<file path="config.mk">
export PLATFORM = sky130hd
export DESIGN_NAME = scalefac_unpack
export DESIGN_NICKNAME = d
export VERILOG_FILES = /design/src/rtl/scalefac_unpack.sv
export SDC_FILE = /design/constraint.sdc
export NUM_CORES = 1
export LEC_CHECK = 0
export ABC_AREA = 1
export CAP_MARGIN = 20
export CORE_MARGIN = 8
export CORE_UTILIZATION = 52
export DETAILED_ROUTE_END_ITERATION = 6
export PLACE_DENSITY = 0.86
export SLEW_MARGIN = 20
export SYNTH_ARGS = -nofsm -noshare
export SYNTH_HDL_FRONTEND = slang
export SYNTH_SLANG_ARGS = --single-unit
</file>
<file path="constraint.sdc">
create_clock -name clk -period 2.05 [get_ports clk]
set_input_delay 0.3075 -clock clk [delete_from_list [all_inputs] [get_ports clk]]
set_output_delay 0.3075 -clock clk [all_outputs]
set_load 0.01 [all_outputs]
</file>
<file path="src/rtl/scalefac_unpack.sv">
// MPEG-1 Layer III scalefactor unpacking for one channel/granule: walks the
// long/short scalefactor band list, pulls slen-wide fields and writes them out.
//
// state | meaning
// IDLE  | waiting for stage_ready, sideinfo latched on start
// SEL   | pick next item and its width, skip scfsi-reused bands
// REQ   | bits_req held until bits_valid consumes the field
// ZERO  | zero-width item, value 0
// WR    | one write strobe to long or short memory, then advance
// DONE  | one-cycle stage_done
module scalefac_unpack (
  input  logic       clk,
  input  logic       rst,
  input  logic       stage_ready,
  output logic       stage_done,
  input  logic       granule,
  input  logic [3:0] sideinfo_scalefac_compress,
  input  logic [1:0] sideinfo_block_type,
  input  logic       sideinfo_window_switching_flag,
  input  logic       sideinfo_mixed_block_flag,
  input  logic [3:0] sideinfo_scfsi,
  output logic       bits_req,
  output logic [2:0] bits_count,
  input  logic [3:0] bits_data,
  input  logic       bits_valid,
  output logic       scalfac_long_write_enable,
  output logic [5:0] scalfac_long_write_addr,
  output logic [3:0] scalfac_long_write_data,
  output logic       scalfac_short_write_enable,
  output logic [1:0] scalfac_short_write_addr_window,
  output logic [3:0] scalfac_short_write_addr_index,
  output logic [3:0] scalfac_short_write_data
);

  typedef enum logic [2:0] {S_IDLE, S_SEL, S_REQ, S_ZERO, S_WR, S_DONE} state_t;

  // Nibble n holds the slen value for scalefac_compress = n.
  localparam logic [63:0] SLEN1_TAB = 64'h4433_3222_1113_0000;
  localparam logic [63:0] SLEN2_TAB = 64'h3232_1321_3210_3210;

  state_t     state_q;
  logic [2:0] slen1_q, slen2_q, width_q;
  logic [3:0] reuse_q;
  logic       mixed_q, long_q;
  logic [4:0] sfb_q;
  logic [1:0] win_q;

  logic       done_q, req_q, lwe_q, swe_q;
  logic [2:0] cnt_q;
  logic [5:0] laddr_q;
  logic [3:0] ldata_q, sdata_q, sidx_q;
  logic [1:0] swin_q;

  logic       short_mode;
  logic [3:0] slen1_raw, slen2_raw, wr_val, mask;
  logic       sel_end, sel_skip;
  logic [2:0] sel_width;

  assign short_mode = sideinfo_window_switching_flag && (sideinfo_block_type == 2'd2);

  always_comb begin
    slen1_raw = SLEN1_TAB[{sideinfo_scalefac_compress, 2'b00} +: 4];
    slen2_raw = SLEN2_TAB[{sideinfo_scalefac_compress, 2'b00} +: 4];
  end

  always_comb begin
    sel_end   = 1'b0;
    sel_skip  = 1'b0;
    sel_width = 3'd0;
    if (long_q) begin
      if (sfb_q > 5'd21) begin
        sel_end = 1'b1;
      end else begin
        if (sfb_q < 5'd6)       sel_skip = reuse_q[0];
        else if (sfb_q < 5'd11) sel_skip = reuse_q[1];
        else if (sfb_q < 5'd16) sel_skip = reuse_q[2];
        else if (sfb_q < 5'd21) sel_skip = reuse_q[3];
        if (sfb_q < 5'd11)      sel_width = slen1_q;
        else if (sfb_q < 5'd21) sel_width = slen2_q;
      end
    end else begin
      if (sfb_q > 5'd12)      sel_end = 1'b1;
      else if (sfb_q < 5'd6)  sel_width = slen1_q;
      else if (sfb_q < 5'd12) sel_width = slen2_q;
    end
  end

  always_comb begin
    case (width_q)
      3'd1:    mask = 4'h1;
      3'd2:    mask = 4'h3;
      3'd3:    mask = 4'h7;
      3'd4:    mask = 4'hF;
      default: mask = 4'h0;
    endcase
    wr_val = (state_q == S_REQ) ? (bits_data & mask) : 4'h0;
  end

  always_ff @(posedge clk or negedge rst) begin
    if (!rst) begin
      state_q <= S_IDLE;
      slen1_q <= 3'd0;
      slen2_q <= 3'd0;
      width_q <= 3'd0;
      reuse_q <= 4'd0;
      mixed_q <= 1'b0;
      long_q  <= 1'b0;
      sfb_q   <= 5'd0;
      win_q   <= 2'd0;
      done_q  <= 1'b0;
      req_q   <= 1'b0;
      cnt_q   <= 3'd0;
      lwe_q   <= 1'b0;
      laddr_q <= 6'd0;
      ldata_q <= 4'd0;
      swe_q   <= 1'b0;
      swin_q  <= 2'd0;
      sidx_q  <= 4'd0;
      sdata_q <= 4'd0;
    end else begin
      case (state_q)
        S_IDLE: if (stage_ready) begin
          slen1_q <= slen1_raw[2:0];
          slen2_q <= slen2_raw[2:0];
          reuse_q <= (granule && !short_mode) ? sideinfo_scfsi : 4'd0;
          mixed_q <= short_mode && sideinfo_mixed_block_flag;
          long_q  <= !(short_mode && !sideinfo_mixed_block_flag);
          sfb_q   <= 5'd0;
          win_q   <= 2'd0;
          state_q <= S_SEL;
        end
        S_SEL: begin
          if (sel_end) begin
            done_q  <= 1'b1;
            state_q <= S_DONE;
          end else if (sel_skip) begin
            sfb_q <= sfb_q + 5'd1;
          end else begin
            width_q <= sel_width;
            req_q   <= (sel_width != 3'd0);
            cnt_q   <= sel_width;
            state_q <= (sel_width == 3'd0) ? S_ZERO : S_REQ;
          end
        end
        S_REQ, S_ZERO: if (state_q == S_ZERO || bits_valid) begin
          req_q   <= 1'b0;
          cnt_q   <= 3'd0;
          state_q <= S_WR;
          if (long_q) begin
            lwe_q   <= 1'b1;
            laddr_q <= {1'b0, sfb_q};
            ldata_q <= wr_val;
          end else begin
            swe_q   <= 1'b1;
            swin_q  <= win_q;
            sidx_q  <= sfb_q[3:0];
            sdata_q <= wr_val;
          end
        end
        S_WR: begin
          lwe_q   <= 1'b0;
          swe_q   <= 1'b0;
          state_q <= S_SEL;
          // Mixed blocks hand over from long sfb 7 to short sfb 3.
          if (long_q) begin
            if (mixed_q && sfb_q == 5'd7) begin
              long_q <= 1'b0;
              sfb_q  <= 5'd3;
              win_q  <= 2'd0;
            end else begin
              sfb_q <= sfb_q + 5'd1;
            end
          end else if (win_q == 2'd2) begin
            win_q <= 2'd0;
            sfb_q <= sfb_q + 5'd1;
          end else begin
            win_q <= win_q + 2'd1;
          end
        end
        S_DONE: begin
          done_q  <= 1'b0;
          state_q <= S_IDLE;
        end
        default: state_q <= S_IDLE;
      endcase
    end
  end

  assign stage_done                      = done_q;
  assign bits_req                        = req_q;
  assign bits_count                      = cnt_q;
  assign scalfac_long_write_enable       = lwe_q;
  assign scalfac_long_write_addr         = laddr_q;
  assign scalfac_long_write_data         = ldata_q;
  assign scalfac_short_write_enable      = swe_q;
  assign scalfac_short_write_addr_window = swin_q;
  assign scalfac_short_write_addr_index  = sidx_q;
  assign scalfac_short_write_data        = sdata_q;

endmodule
</file>
==> results of run 1 <==
## power by group
part / total, mW / leakage, nW / switching, mW / internal [mW]
Clock: 0.556 / 0.0362 / 0.323 / 0.233
Combinational: 1.91 / 0.820 / 1.12 / 0.789
Sequential: 1.59 / 0.660 / 0.246 / 1.34
## per-stage QoR
step                      instance area [sq um]  power [mW]  setup slack (ps)  hold slack (ps)
after floorplan                            2570        2.78               557             11.9
after global placement                     3100        3.42               349              313
after detailed placement                   3100        3.51               203              314
after CTS                                  3200        4.07               222              483
after global routing                       3200        4.35              11.9              503
final                                      3200        4.05               205              485
## synthesized netlist by cell type (2+ instances only)
cell	n	area share, %
inv_2	6	0.88
o31ai_1	2	0.58
buf_2	2	0.39
buf_4	4	1.2
xor2_1	2	0.68
o21ai_2	3	1.0
o21ai_1	5	0.97
nand3_2	4	1.6
inv_1	38	5.6
nor2_2	3	0.73
a21oi_1	8	1.6
o22ai_1	3	0.73
nand4_1	2	0.49
nor2_1	12	1.8
nor2_4	5	2.2
nand2_2	7	1.7
o211ai_1	2	0.58
nand3_1	18	3.5
o21ai_0	40	7.8
ha_1	5	2.4
nand2_1	77	11
dfrtp_1	50	49
## cell families after synthesis
family / after synthesis / synth area share, %
AOI/OAI and AO/OA: 69 / 15.2
and+or+nand+nor: 131 / 24.1
DFF: 50 / 48.7
xor gates and xnor gates: 3 / 1.02
buffers and inverters: 51 / 8.33
adders and majority gates: 5 / 2.44
other: 1 / 0.146
## state kept, by name, indices dropped and copies added, names as in the netlist
register and cells:
state_q 3, slen2_q 2, scalfac_short_write_data 4, win_q 2, bits_req 1, mixed_q 1, scalfac_short_write_enable 1, scalfac_short_write_addr_index 4
sfb_q 5, scalfac_long_write_data 4, scalfac_long_write_enable 1, stage_done 1, reuse_q 4, scalfac_long_write_addr 5, width_q 3, bits_count 3
long_q 1, slen1_q 3, scalfac_short_write_addr_window 2
## path summary, 6_finish.rpt
| check | to | cells past startpoint | startpoint |
|---|---|---|---|
| max reg2reg | scalfac_short_write_addr_window[0]$_DFFE_PN0P_ | 11 | state_q[1]$_DFFE_PN0P_ |
| max in group asynchronous | bits_count[2]$_DFFE_PN0P_ | 3 | rst |
| min in group asynchronous | scalfac_long_write_addr[2]$_DFFE_PN0P_ | 3 | rst |
| min reg2reg | bits_count[2]$_DFFE_PN0P_ | 2 | bits_count[2]$_DFFE_PN0P_ |
| min | bits_count[2]$_DFFE_PN0P_ | 2 | bits_count[2]$_DFFE_PN0P_ |
| max | scalfac_short_write_addr_window[0]$_DFFE_PN0P_ | 11 | state_q[1]$_DFFE_PN0P_ |
## metal layers
layer | up-vias | global-route usage (%) | wire, um
met5 | - | 0 | 0
met4 | 0 | 6.57 | 101
met3 | 8 | 3.12 | 277
met2 | 66 | 27.0 | 2730
met1 | 1004 | 19.4 | 2600
li1 | 1109 | - | -
## final cells by class
type | count | area (sq um)
Sequential cell | 50 | 1250
Fill cell | 389 | 1560
Timing Repair Buffer | 50 | 500
Inverter | 45 | 174
Clock buffer | 5 | 68.8
Multi-Input combinational cell | 209 | 1100
Tap cell | 67 | 83.8
Clock inverter | 2 | 15.0
## critical path, stage by stage, from the launching register on
cell	delay [ps]
dfrtp_1	400
inv_1	110
nor2_2	50
inv_2	90
nor2_4	50
inv_2	80
nor2_1	40
inv_1	180
nand3_1	280
buf_4	270
nand2_1	70
o21ai_0	90
==> flow_metrics.py, run 1 <==
metrics = {
    "global_routing": {
        "grt-ovfl-total": 0,
        "grt_pass1_wl_um": 9550,
        "antenna_found_initial": 0,
        "grt.total_usage_pct": 16.0,
        "grt_max_degree": 51,
        "grt_pass1_vias": 2096,
    },
    "synthesis": {
        "syn_area_per_cell_sq_um": 8.29,
        "syn_inst": 310,
        "synth-seq-cells": 50,
        "synthArstFlopShare_pct": 100,
        "syn_area_sq_mm": 0.00257,
        "synth_cell_types": 34,
        "synth_edf_count": 0,
        "yosys_warnings": 0,
        "synth_nets": 336,
        "synth-seq-area-share_pct": 48.7,
        "synthFlopType": "dfrtp_1",
    },
    "finish": {
        "diodes": 0,
        "layout_common_cells": "77 x nand2_1, 50 x dfrtp_1, 45 x clkdlybuf4s50_1",
        "layout_commonest_cell": "nand2_1",
        "drive_above_1_share_pct": 11.6,
        "syn2layout_area_growth_pct": 24.5,
        "final_cells": 428,
        "final_util_pct": 67.2,
        "finalNetCount": 387,
    },
    "die": {
        "rows": 25,
        "die-area_sq_mm": 0.00745,
        "coreArea_sq_mm": 0.00475,
        "io_pins": 48,
        "die_x_um": 86.3,
        "die_y_um": 86.3,
        "start_util_pct": 54.0,
    },
    "sta": {
        "drv_slew": 0,
        "timing.setup.tns_ps": 0,
        "min_period_ps": 1840,
        "max_freq_ghz": 0.542,
        "finalHoldViolCount": 0,
        "final.period_utilization_pct": 90.0,
        "clock_skew_ps": 14.8,
        "setup-violations-final": 0,
        "rsz0062_at_grt": "no",
    },
    "setup_path": {
        "worstPathArrival_ps": 2030,
        "rrSetupSlack_ps": 210,
        "crit_required_ps": 2230,
        "critPathCaptureType": "flip-flop",
        "crit_fanout": 13,
        "crit_type": "flip-flop to flip-flop",
        "cp-start-kind": "flip-flop",
    },
    "clock_network": {
        "holdBufCountCts": 1,
        "path_clk_slew_ps": 90,
        "cts_max_path_buffers": 2,
        "clock_latency_ps": 310,
        "cts_htree_levels": 2,
        "cts_made_buffers": 5,
        "cts_setup_buffers": 0,
        "cts.repair.resized": 0,
        "cts_num_sinks": 50,
        "root_buffer": "clkbuf_8",
        "cts_tree": "done",
    },
    "min_path": {
        "hold_class": "flip-flop to flip-flop",
    },
    "job": {
        "drv_cap": 0,
    },
    "placed_design": {
        "placed_cells": 420,
        "portBuffers": 46,
        "place_hpwl_um": 4450,
        "gp_congestion": 0.854,
    },
    "drt": {
        "via_count": 2187,
        "drtIter0Drc": 114,
        "wl_per_cell_um": 13.4,
        "drcViolationCount": 0,
        "first_pass_iters": 4,
        "vias_per_cell": 5.11,
        "detail-route-antenna-nets": 0,
        "drt_wl_total_um": 5710,
    },
    "power_and_ir_drop": {
        "power_density_mw_per_mm2": 1270,
        "p_leak_nw": 1.52,
        "max-vdd-ir-drop_v": 0.000435,
    },
    "status": {
        "status": "finished clean",
    },
}
Note: power is estimated with default switching activity, not from simulation.
==> run 2, diff against run 1 <==
--- a/config.mk
+++ b/config.mk
@@ -9,8 +9,10 @@
 export CAP_MARGIN = 20
 export CORE_MARGIN = 8
 export CORE_UTILIZATION = 52
+export CTS_CLUSTER_SIZE = 8
 export DETAILED_ROUTE_END_ITERATION = 6
 export PLACE_DENSITY = 0.86
+export SKIP_LAST_GASP = 1
 export SLEW_MARGIN = 20
 export SYNTH_ARGS = -nofsm -noshare
 export SYNTH_HDL_FRONTEND = slang
==> results of run 2 <==
Same layout as run 1: the final DEF is identical, and so are final timing and power.
==> run 3, diff against run 2 <==
--- a/config.mk
+++ b/config.mk
@@ -6,7 +6,6 @@
 export NUM_CORES = 1
 export LEC_CHECK = 0
 export ABC_AREA = 1
-export CAP_MARGIN = 20
 export CORE_MARGIN = 8
 export CORE_UTILIZATION = 52
 export CTS_CLUSTER_SIZE = 8
==> results of run 3 <==
Same layout as run 1: the final DEF is identical, and so are final timing and power.
==> edit (config.mk and constraints of run 3) <==
The 6 states of `state_t` get a one-hot encoding in 6 bits.
--- a/src/rtl/scalefac_unpack.sv
+++ b/src/rtl/scalefac_unpack.sv
@@ -33,5 +33,5 @@
 );
 
-  typedef enum logic [2:0] {S_IDLE, S_SEL, S_REQ, S_ZERO, S_WR, S_DONE} state_t;
+  typedef enum logic [5:0] {S_IDLE = 6'b000001, S_SEL = 6'b000010, S_REQ = 6'b000100, S_ZERO = 6'b001000, S_WR = 6'b010000, S_DONE = 6'b100000} state_t;
 
   // Nibble n holds the slen value for scalefac_compress = n.
Check against the original RTL: same outputs for any inputs over 4 cycles, from zero or initial values and one cycle with rst low; so few cycles prove little.
==> edit against run 3 <==
- largest power group is now sequential cells
- via count increased by 10%
- setup slack improved by 0.12 ns
- hold slack improved by 0.0027 ns
- global-route usage decreased by 0.30 points
- synthesized cell count increased by 9.7%
- combinational power decreased by 25%
- sequential cell count increased by 3
- wire length increased by 4.6%
- maximum frequency increased by 7.1%
- synthesized area increased by 10%
- first-iteration DRC count increased by 130%
- total power decreased by 13%
- final area increased by 8.5%
==> edit: results <==
[final_layout]
post_route_cells_drive_above_1_share_pct = 13.3
layout.non_clock_buffers = 51
area_growth_from_synthesis_to_layout_pct = 22.8
non_clock_inverter_count = 40
final-instance-count-excl-fill = 463
layout.clock_buffers = 6
seq_cells = 53
nFillCells = 443

[placed_design]
place_hpwl_mm = 4.79
globalplace.congestion = 0.900
post-place-cells = 454

[routing]
post_drt_wl_per_cell_um = 12.9
route.detailed.vias_per_inst = 5.20

[global_route]
globalRouteTotalUtil_pct = 15.7
via_count_of_the_first_global_routing_pass = 2370
largest_net_degree_at_the_start_of_global_routing = 33
grt_first_pass_wirelength_mm = 10.6

[yosys]
syn-num-nets = 366
synth.area.top_cells = sky130_fd_sc_hd__dfrtp_1, sky130_fd_sc_hd__nand2_1, sky130_fd_sc_hd__nand3_1

[worst_setup_path]
regToRegSetupSlack_ns = 0.33
crit_path_max_fanout = 11

[power]
flop_pwr_share_pct = 41.7
leakagePower_nw = 1.65
power_frac_comb_pct = 41.1

[timing]
final.hold.worst_slack_ns = 0.488
fmaxAchievable_ghz = 0.581
fin_skew_ns = 0.00535

[outcome]
status = completed
==> edit: layer usage <==
metal / global-route usage (%) / wire length [um]
met4: 6.35 / 106
met3: 4.99 / 408
met5: 0 / 0
met2: 26.4 / 2900
met1: 17.9 / 2560
==> edit: critical path, stage by stage (launching register included) <==
cell and delay [ns]:
sky130_fd_sc_hd__dfrtp_1 0.58, sky130_fd_sc_hd__nand2_1 0.16, sky130_fd_sc_hd__nand2_2 0.16, sky130_fd_sc_hd__inv_2 0.05
sky130_fd_sc_hd__nand2_1 0.07, sky130_fd_sc_hd__o21ai_2 0.07, sky130_fd_sc_hd__nor2_4 0.17, sky130_fd_sc_hd__nand2_4 0.09
sky130_fd_sc_hd__nand2_4 0.10, sky130_fd_sc_hd__nand2_4 0.07, sky130_fd_sc_hd__nand2_1 0.06, sky130_fd_sc_hd__nand2_1 0.05
==> edit: worst paths after layout <==
| check | from | end | cells past startpoint |
|---|---|---|---|
| max | sfb_q[2] | sfb_q[1] | 11 |
| min | rst | scalfac_short_write_addr_index[0] | 2 |
| max reg2reg | sfb_q[2] | sfb_q[1] | 11 |
| min reg2reg | bits_count[1] | bits_count[1] | 2 |
| max in group asynchronous | rst | state_q[0] | 3 |
| min in group clk | bits_count[1] | bits_count[1] | 2 |
==> edit: cell families (layout without fill, tap and decap cells) <==
| family | Yosys count | after routing | synth area share [%] |
|---|---|---|---|
| compound gates | 55 | 55 | 12.6 |
| xor+xnor | 3 | 3 | 0.930 |
| fa+ha+maj | 5 | 5 | 2.21 |
| buf+inv | 48 | 99 | 7.13 |
| flops | 53 | 53 | 47.0 |
| other cells | 1 | 1 | 0.133 |
| simple gates | 175 | 175 | 30.0 |
==> edit: what timing repair did <==
item | in CTS | in global routing
hold buffers | 1 | 0
endpoints found under the hold margin | 21 | 0
setup buffers | 0 | 0
